## config.mk

```make
export PLATFORM = sky130hd
export DESIGN_NAME = pc_sequencer_flat
export DESIGN_NICKNAME = d
export VERILOG_FILES = /design/src/rtl/pc_pkg.sv /design/src/rtl/pc_sequencer_if.sv /design/src/rtl/pc_sequencer_next_calc.sv /design/src/rtl/pc_sequencer.sv /design/src/flat_wrapper.sv
export SDC_FILE = /design/constraint.sdc
export NUM_CORES = 1
export LEC_CHECK = 0
export CAP_MARGIN = 10
export CORE_MARGIN = 3
export CORE_UTILIZATION = 40
export DETAILED_ROUTE_END_ITERATION = 10
export GPL_ROUTABILITY_DRIVEN = 0
export PLACE_DENSITY = 0.67
export SLEW_MARGIN = 20
export SYNTH_ARGS = -nofsm -noshare
export SYNTH_HDL_FRONTEND = slang
export SYNTH_SLANG_ARGS = --single-unit
```

## constraint.sdc

```tcl
create_clock -name clk -period 3.35 [get_ports clk]
set_input_delay 0.67 -clock clk [delete_from_list [all_inputs] [get_ports clk]]
set_output_delay 0.67 -clock clk [all_outputs]
set_load 0.05 [all_outputs]
```

## src/rtl/pc_pkg.sv

```systemverilog
// pc_pkg - shared types and defaults for the program-counter sequencer.
//   pc_state_e  : sequencer FSM states (IDLE, RUN, HALT)
//   D_DEFAULT   : default PC width (instruction memory depth 2^D)
//   AW_DEFAULT  : default branch-LUT index width
//   PC_RESET    : PC value on reset and at the start of every run
package pc_pkg;

  typedef enum logic [1:0] {
    S_IDLE = 2'd0,
    S_RUN  = 2'd1,
    S_HALT = 2'd2
  } pc_state_e;

  localparam int D_DEFAULT  = 10;
  localparam int AW_DEFAULT = 4;
  localparam int PC_RESET   = 0;

endpackage

```

## src/rtl/pc_sequencer_if.sv

```systemverilog
// pc_lut_if - branch-target LUT request/response bus.
//   lut_addr   : LUT index, driven by the sequencer (master)
//   lut_target : D-bit target, returned combinationally by the LUT (slave)
interface pc_lut_if #(
  parameter int D  = 10,
  parameter int AW = 4
);
  logic [AW-1:0] lut_addr;
  logic [D-1:0]  lut_target;

  modport master (output lut_addr, input lut_target);
  modport slave  (input lut_addr, output lut_target);
endinterface

```

## src/rtl/pc_sequencer_next_calc.sv

```systemverilog
// pc_next_calc - combinational next-PC selection.
//   pc_i         : current PC
//   branch_en_i  : branch taken
//   jump_rel_i   : 1 = target is a signed PC-relative offset, 0 = absolute
//   lut_target_i : LUT-supplied target/offset
//   pc_next_o    : next PC, modulo 2^D
module pc_next_calc #(
  parameter int D = 10
) (
  input  logic [D-1:0] pc_i,
  input  logic         branch_en_i,
  input  logic         jump_rel_i,
  input  logic [D-1:0] lut_target_i,
  output logic [D-1:0] pc_next_o
);

  // Offset and PC share the same width, so a plain D-bit add is the
  // two's-complement relative branch; the carry-out simply falls off.
  always_comb begin
    pc_next_o = pc_i + D'(1);
    if (branch_en_i) begin
      if (jump_rel_i) pc_next_o = pc_i + lut_target_i;
      else            pc_next_o = lut_target_i;
    end
  end

endmodule

```

## src/rtl/pc_sequencer.sv

```systemverilog
// pc_sequencer - program-counter sequencer with run/halt control.
//   clk, reset            : clock, synchronous active-high reset
//   start                 : begin a run from PC 0 (from IDLE or HALT)
//   stall                 : hold PC and cycle counter
//   halt_req              : halt at the current PC
//   branch_en, jump_rel   : branch taken / relative vs absolute
//   lut_idx               : LUT index from the current instruction
//   lut                   : LUT bus (lut_addr out, lut_target in)
//   pc, running, done     : current PC, RUN decode, one-cycle halt pulse
//   cycle_cnt             : saturating count of non-stalled RUN cycles
//
// state | meaning
// IDLE  | waiting for start after reset
// RUN   | fetching; PC advances unless stalled
// HALT  | run finished; pc/cycle_cnt held for readout
module pc_sequencer
  import pc_pkg::*;
#(
  parameter int D  = D_DEFAULT,
  parameter int AW = AW_DEFAULT,
  parameter int CW = 16
) (
  input  logic          clk,
  input  logic          reset,
  input  logic          start,
  input  logic          stall,
  input  logic          halt_req,
  input  logic          branch_en,
  input  logic          jump_rel,
  input  logic [AW-1:0] lut_idx,
  pc_lut_if.master      lut,
  output logic [D-1:0]  pc,
  output logic          running,
  output logic          done,
  output logic [CW-1:0] cycle_cnt
);

  localparam logic [1:0] ST_IDLE = S_IDLE;
  localparam logic [1:0] ST_RUN  = S_RUN;
  localparam logic [1:0] ST_HALT = S_HALT;

  logic [1:0]    state_q, state_d;
  logic [D-1:0]  pc_q, pc_d;
  logic [CW-1:0] cnt_q, cnt_d, cnt_inc;
  logic          done_q, done_d;
  logic [D-1:0]  pc_next;

  assign lut.lut_addr = lut_idx;

  pc_next_calc #(.D(D)) u_next (
    .pc_i         (pc_q),
    .branch_en_i  (branch_en),
    .jump_rel_i   (jump_rel),
    .lut_target_i (lut.lut_target),
    .pc_next_o    (pc_next)
  );

  assign cnt_inc = (cnt_q == '1) ? cnt_q : cnt_q + CW'(1);

  always_comb begin
    state_d = state_q;
    pc_d    = pc_q;
    cnt_d   = cnt_q;
    done_d  = 1'b0;
    case (state_q)
      ST_RUN: begin
        if (halt_req) begin
          state_d = ST_HALT;
          cnt_d   = cnt_inc;
          done_d  = 1'b1;
        end else if (!stall) begin
          pc_d  = pc_next;
          cnt_d = cnt_inc;
        end
      end
      ST_IDLE, ST_HALT: begin
        if (start) begin
          state_d = ST_RUN;
          pc_d    = D'(PC_RESET);
          cnt_d   = '0;
        end
      end
      default: state_d = ST_IDLE;
    endcase
  end

  always_ff @(posedge clk) begin
    if (reset) begin
      state_q <= ST_IDLE;
      pc_q    <= D'(PC_RESET);
      cnt_q   <= '0;
      done_q  <= 1'b0;
    end else begin
      state_q <= state_d;
      pc_q    <= pc_d;
      cnt_q   <= cnt_d;
      done_q  <= done_d;
    end
  end

  assign pc        = pc_q;
  assign running   = (state_q == ST_RUN);
  assign done      = done_q;
  assign cycle_cnt = cnt_q;

endmodule

```

## src/flat_wrapper.sv

```systemverilog
// flat-port wrapper written by rule: the top's interface ports become plain ports
module pc_sequencer_flat import pc_pkg::*;
#(
  parameter int D  = D_DEFAULT,
  parameter int AW = AW_DEFAULT,
  parameter int CW = 16
)
  (clk, reset, start, stall, halt_req, branch_en, jump_rel, lut_idx, pc, running, done, cycle_cnt, lut_lut_addr, lut_lut_target);
  pc_lut_if #(.D(D), .AW(AW)) lut_i ();
  input  logic clk;
  input  logic reset;
  input  logic start;
  input  logic stall;
  input  logic halt_req;
  input  logic branch_en;
  input  logic jump_rel;
  input  logic [AW-1:0] lut_idx;
  output logic [D-1:0] pc;
  output logic running;
  output logic done;
  output logic [CW-1:0] cycle_cnt;
  output wire logic [$bits(lut_i.lut_addr)-1:0] lut_lut_addr;
  input wire logic [$bits(lut_i.lut_target)-1:0] lut_lut_target;
  assign lut_lut_addr = lut_i.lut_addr;
  assign lut_i.lut_target = lut_lut_target;
  pc_sequencer #(.D(D), .AW(AW), .CW(CW)) u_core (.clk(clk), .reset(reset), .start(start), .stall(stall), .halt_req(halt_req), .branch_en(branch_en), .jump_rel(jump_rel), .lut_idx(lut_idx), .lut(lut_i), .pc(pc), .running(running), .done(done), .cycle_cnt(cycle_cnt));
endmodule
```

==> results.ini, run 1 <==
[detailed_routing]
num_vias = 1958
drtAntennaViolNets = 0
drt_wl_total_um = 4730
drt-initial-drc-count = 58
via_per_inst = 5.31
drtPass1Iterations = 4
drcViolationCount = 0
wl_per_cell_um = 12.8

[clock_network]
worstSkewPairLatency_ns = 0.28
clk_pin_slew_ns = 0.06
cts_inserted_buffers = 5
cts_root_buf = clkbuf_8
holdBufCountCts = 0
post_cts_buffers = 0
cts_num_sinks = 29
cts_tree = done
clk_path_buf_depth = 2
cts_resized = 0
htreeDepth = 2

[setup_path]
crit_required_ns = 3.55
crit_chain = clkdlybuf4s50_1, ha_1, inv_1, fa_1, nor2b_4, o31a_1, o21a_2, o21a_1, or4_1, a32oi_1
r2r_end = u_core.pc[8]
crit_family = compound AO/OA/AOI/OAI gates
reg2reg_from = u_core.pc[0]
worst_ep_arrival_time_ns = 2.97
crit_path_start_kind = primary input
reg2reg_depth = 9
worstSetupPathType = in -> reg
crit_path_end_kind = register
r2r_slack_ns = 1.05
cp_max_fo = 2
crit_buf_inv = 2
slowest_stage = or4_1
max_stage_delay_ns = 0.46

[timing]
worst_pin_slew_ns = 0.690
relSlewSlack_pct = 53.9
min_period_ns = 2.76
finalSetupViolCount = 0
rsz0062_at_grt = false
hold_violations = 0
postLayoutSetupSlackWorst_ns = 0.589
max_freq_ghz = 0.362
fin_crit_sh_pct = 82.4
slew_viol_final = 0
setup_tns_ns = 0
fin_skew_ns = 0.00381

[power_and_ir_drop]
netSwitchingFraction_pct = 24.7
clock_power_share_pct = 44.1
comb_power_share_pct = 14.5
p_sw_uw = 212
internal-power_uw = 646
power_density_nw_per_um2 = 320
pwr-share-seq_pct = 41.4
p_leak_nw = 0.960
vdd_drop_max_uv = 308

[job]
cap_viol_max_count = 0

[yosys]
synth-async-reset-ratio_pct = 0
syn_area_um2 = 2100
ys_types = 57
ys_warn_count = 0
syn_inst = 262
avgSynthCellArea_um2 = 8.00
syn-num-nets = 295
synth_ff_type = dfxtp_1
synth_edf_count = 0
synth_seq_area_share_pct = 27.7
synth-seq-cells = 29

[floorplan]
dieArea_um2 = 6140
die_w_um = 78.4
io-pin-count = 53
die_h_um = 78.4
core-area_um2 = 4880
num_rows = 25
start_util_pct = 42.9

[cells_and_area]
final_cell_mix = clkdlybuf4s50_1 (44), nor2_1 (30), dfxtp_1 (29)
multiInputGateArea_um2 = 1410
final_common_cell = clkdlybuf4s50_1
num_antenna_cells = 0
drive_gt1_share_pct = 7.62
area_growth_pct = 27.8
fillCellCount = 504
regArea_um2 = 581
final_nets = 334

[min_path]
hold_depth = 2
hp-start = u_core.cycle_cnt[4]
min_to = u_core.cycle_cnt[4]
hp-class = reg -> reg

[place]
dp_hpwl_um = 3620
numPortBuffers = 44
place_ws_ns = 0.296

[global_route]
grt_max_degree = 26
grt_overflow_total = 0
antenna_found_initial = 0
grt_pass1_wl_um = 7780
grt_usage_pct = 15.7
grt_pass1_vias = 1681

[outcome]
outcome = complete, no violations

## area by class of cell
class / instances / share of cell area, %
clock buffer: 7 / 3.22
clock inverter: 1 / 1.12
tap: 67 / 3.13
multi-input combinational: 210 / 52.7
inverter: 10 / 1.40
timing repair buffer: 45 / 16.7
sequential: 29 / 21.7
## worst reg2reg max path, stage by stage, from the launching register on
cell,delay (ns)
dfxtp_1,0.36
ha_1,0.22
inv_1,0.07
fa_1,0.25
nor2b_4,0.06
o31a_1,0.25
o21a_2,0.22
o21a_1,0.17
or4_1,0.46
a32oi_1,0.18
## synthesized netlist by cell type (2+ instances only)
cell	count	share of area, %
nor2_1	30	5.4
dfxtp_1	29	28
nand2_1	19	3.4
a21oi_1	18	4.3
o21ai_0	15	3.6
xor2_1	12	5.0
ha_1	11	6.6
inv_1	10	1.8
nand2b_1	8	2.4
nand4_1	8	2.4
clkbuf_1	7	1.3
xnor2_1	7	2.9
nand3_1	6	1.4
nor3_1	6	1.4
a31oi_1	5	1.5
mux2i_1	5	2.4
and3_1	4	1.2
buf_4	4	1.4
nor3b_1	4	1.4
or3_1	4	1.2
a21o_1	3	1.1
a22oi_1	3	1.1
nor2b_1	3	0.90
o21a_1	3	1.1
buf_2	2	0.48
mux2_2	2	1.1
nor3_2	2	0.96
nor3b_2	2	1.2
o32ai_1	2	0.84
## routing by layer
layer | track usage, % | routed length (um)
met5 | 0 | 0
met4 | 3.67 | 8
met3 | 4.70 | 215
met2 | 24.2 | 2150
met1 | 21.4 | 2350
## sequential cells by signal (all words and copies together) (netlist names)
| register | flops |
|---|---|
| u_core.state_q | 2 |
| u_core.cycle_cnt | 16 |
| u_core.pc | 10 |
| u_core.done | 1 |
## logic make-up (layout without fill, tap and decap cells)
kind of cell | Yosys count | in the layout | share of synthesized area [%]
AO/OA/AOI/OAI | 61 | 61 | 18.7
XOR/XNOR | 19 | 19 | 7.94
adder cells (fa/ha/maj) | 12 | 12 | 7.52
flip-flops | 29 | 29 | 27.7
AND/OR/NAND/NOR | 111 | 111 | 29.7
multiplexers | 7 | 7 | 3.46
buffers and inverters | 23 | 63 | 4.96
## per-stage QoR
step | hold WS (ns) | power [mW] | std cells | area, um^2 | utilization, %
after floorplan | 0.513 | 0.454 | 262 | 2100 | -
after global placement | 0.528 | 0.486 | 361 | 2560 | 52.5
after detailed placement | 0.529 | 0.488 | 361 | 2560 | 52.5
after CTS | 0.548 | 0.869 | 369 | 2680 | 54.9
after global routing | 0.585 | 0.901 | 369 | 2680 | 54.9
final | 0.541 | 0.858 | 369 | 2680 | 54.9
## power groups by stage
stage / registers (mW) / clock network [mW] / logic (mW)
after floorplan: 0.370 / 0 / 0.0845
after global placement: 0.363 / 0 / 0.123
after detailed placement: 0.363 / 0 / 0.125
after CTS: 0.355 / 0.389 / 0.125
after global routing: 0.356 / 0.407 / 0.138
final: 0.355 / 0.378 / 0.124
## how the worst max path moves through the flow
stage	startpoint	end	slack, ns	cells after the start
2_1_floorplan	u_core.pc[2]	u_core.pc[8]	0.83	7
6_report	lut_lut_target[0]	u_core.pc[8]	0.59	10
3_3_place_gp	lut_lut_target[0]	u_core.pc[8]	0.33	10
3_5_place_dp	lut_lut_target[0]	u_core.pc[8]	0.30	10
4_1_cts	lut_lut_target[0]	u_core.pc[8]	0.60	10
5_1_grt	lut_lut_target[0]	u_core.pc[8]	0.48	10
Note: power is estimated with default switching activity, not from simulation.
==> inputs of run 2 (changes only) <==
--- a/config.mk
+++ b/config.mk
@@ -10,7 +10,7 @@
 export CORE_UTILIZATION = 40
 export DETAILED_ROUTE_END_ITERATION = 10
 export GPL_ROUTABILITY_DRIVEN = 0
-export PLACE_DENSITY = 0.67
+export PLACE_DENSITY = 0.7
 export SLEW_MARGIN = 20
 export SYNTH_ARGS = -nofsm -noshare
 export SYNTH_HDL_FRONTEND = slang
==> constraint.sdc (replaced) <==
create_clock -name clk -period 2.46 [get_ports clk]
set_input_delay 0.492 -clock clk [delete_from_list [all_inputs] [get_ports clk]]
set_output_delay 0.492 -clock clk [all_outputs]
set_load 0.05 [all_outputs]
==> results.ini, run 2 (synthesized netlist as in run 1, its figures left out) <==
[timing]
postLayoutSetupSlackWorst_ns = 0.109  ; -0.480 ns
min_period_ns = 2.35
rsz0062_at_grt = false
relSlewSlack_pct = 65.0  ; +11 points
slew_viol_final = 0  ; unchanged
hold_violations = 0  ; unchanged
fin_skew_ns = 0.00384  ; +0.0000319 ns
max_freq_ghz = 0.425
finalSetupViolCount = 0  ; unchanged
whs_ns = 0.544  ; +0.00274 ns
fin_crit_sh_pct = 95.6
worst_pin_slew_ns = 0.520  ; -0.170 ns

[clock_network]
post_cts_buffers = 0  ; unchanged
htreeDepth = 2  ; unchanged
cts_root_buf = clkbuf_8
cts_inserted_buffers = 5  ; unchanged
holdBufCountCts = 0  ; unchanged
cts_num_sinks = 29  ; unchanged
clk_path_buf_depth = 2  ; unchanged
worstSkewPairLatency_ns = 0.28  ; about the same
clk_pin_slew_ns = 0.06  ; about the same
cts_tree = done

[detailed_routing]
drt_wl_total_um = 5090  ; +7.5%
via_per_inst = 5.21  ; -1.8%
drtAntennaViolNets = 0  ; unchanged
wl_per_cell_um = 13.0  ; +1.5%
num_vias = 2037  ; +4.0%
drtPass1Iterations = 4  ; unchanged
drcViolationCount = 0  ; unchanged
drt-initial-drc-count = 107  ; +84%

[cells_and_area]
final_cell_mix = clkdlybuf4s50_1 (42), nor2_1 (30), dfxtp_1 (28)
final_common_cell = clkdlybuf4s50_1
area_growth_pct = 36.2
drive_gt1_share_pct = 16.0  ; +8.4 points
multiInputGateArea_um2 = 1440  ; +2.3%
num_antenna_cells = 0  ; unchanged
largest_reg_flops = 16  ; unchanged
finalNonFillerCells = 391  ; +6.0%
final_nets = 357  ; +6.9%
fillCellCount = 485  ; -3.8%
regArea_um2 = 582  ; +0.22%

[global_route]
grt_pass1_vias = 1878  ; +12%
antenna_found_initial = 0  ; unchanged
grt_overflow_total = 0  ; unchanged
grt_max_degree = 16  ; -38%
grt_usage_pct = 16.7  ; +1.0 points
grt_pass1_wl_um = 8420  ; +8.2%

[power_and_ir_drop]
p_leak_nw = 1.07  ; +12%
power_density_nw_per_um2 = 378  ; +18%
total_power_mw = 1.08  ; +26%
vdd_drop_max_uv = 249  ; -19%

[place]
dp_hpwl_um = 3860  ; +6.6%
place_ws_ns = -0.385  ; -0.681 ns
numPortBuffers = 44  ; unchanged
place_inst = 384  ; +6.4%

[setup_path]
worst_ep_arrival_time_ns = 2.56  ; -0.41 ns
crit_required_ns = 2.67  ; -0.88 ns
crit_path_start_kind = primary input
worstSetupPathType = in -> reg
cp_max_fo = 2  ; unchanged
crit_path_end_kind = register

[floorplan]
die_w_um = 78.4  ; unchanged
dieArea_um2 = 6140  ; unchanged
io-pin-count = 53  ; unchanged
start_util_pct = 42.9  ; unchanged
num_rows = 25  ; unchanged
core-area_um2 = 4880  ; unchanged
die_h_um = 78.4  ; unchanged

[job]
cap_viol_max_count = 0  ; unchanged

[outcome]
outcome = complete, no violations

[min_path]
hp-class = reg -> reg

[run 2: changes by cell type in the layout (fill, tap and decap cells not counted), sizes merged]
cell | previous run | this run
dlygate4sd2 | 0 | 1
dlymetal6s2s | 0 | 1
clkdlybuf4s50 | 44 | 42
buf | 1 | 24
bufinv | 1 | 0
[run 2: path summary, 6_finish.rpt]
| kind | start | to | slack, ns | depth (start not counted) |
|---|---|---|---|---|
| setup / recovery | lut_lut_target[1] | u_core.pc[8] | 0.11 | 9 |
| hold / removal | u_core.cycle_cnt[4] | u_core.cycle_cnt[4] | 0.54 | 2 |
| setup reg to reg | u_core.pc[0] | u_core.pc[8] | 0.22 | 9 |
| hold reg to reg | u_core.cycle_cnt[4] | u_core.cycle_cnt[4] | 0.54 | 2 |
[run 2: area by class of cell]
type,count,area share (%)
flip-flops and latches,29,20.4
multi-input cells,210,50.6
inverters,10,1.31
clock buffers,7,3.02
repair buffers,68,21.8
well taps,67,2.94
[run 2: timing repair]
item	4_1_cts	5_1_grt
setup endpoints to repair	1	2
pin swaps	2	2
gates resized for setup	4	4
[run 2: through the flow]
stage	TNS (ns)	cell area [um^2]	util, %
floorplan	0	2100	-
global placement	-0.678	2740	56.1
detailed placement	-0.793	2740	56.1
CTS	0	2830	57.9
global route	0	2860	58.5
finish	0	2860	58.5
[run 2: routing by layer]
metal	GRT usage, %	up-vias	wire length, um
li1	-	1060	-
met1	22.2	942	2430
met2	27.7	31	2440
met3	3.56	4	178
met4	3.85	0	38
met5	0	-	0
[run 2: power breakdown]
group | switching, mW | internal (mW) | total [mW]
logic | 0.101 | 0.0916 | 0.193
registers | 0.00837 | 0.475 | 0.483
clock network | 0.182 | 0.222 | 0.404
[run 2: critical path, cell delays in order]
cell and delay [ns]:
clkdlybuf4s50_1 0.42, inv_1 0.09, fa_2 0.24, nor2b_4 0.05, o31a_1 0.24, o21a_2 0.21, o21a_1 0.17, or4_1 0.46
a32oi_1 0.19
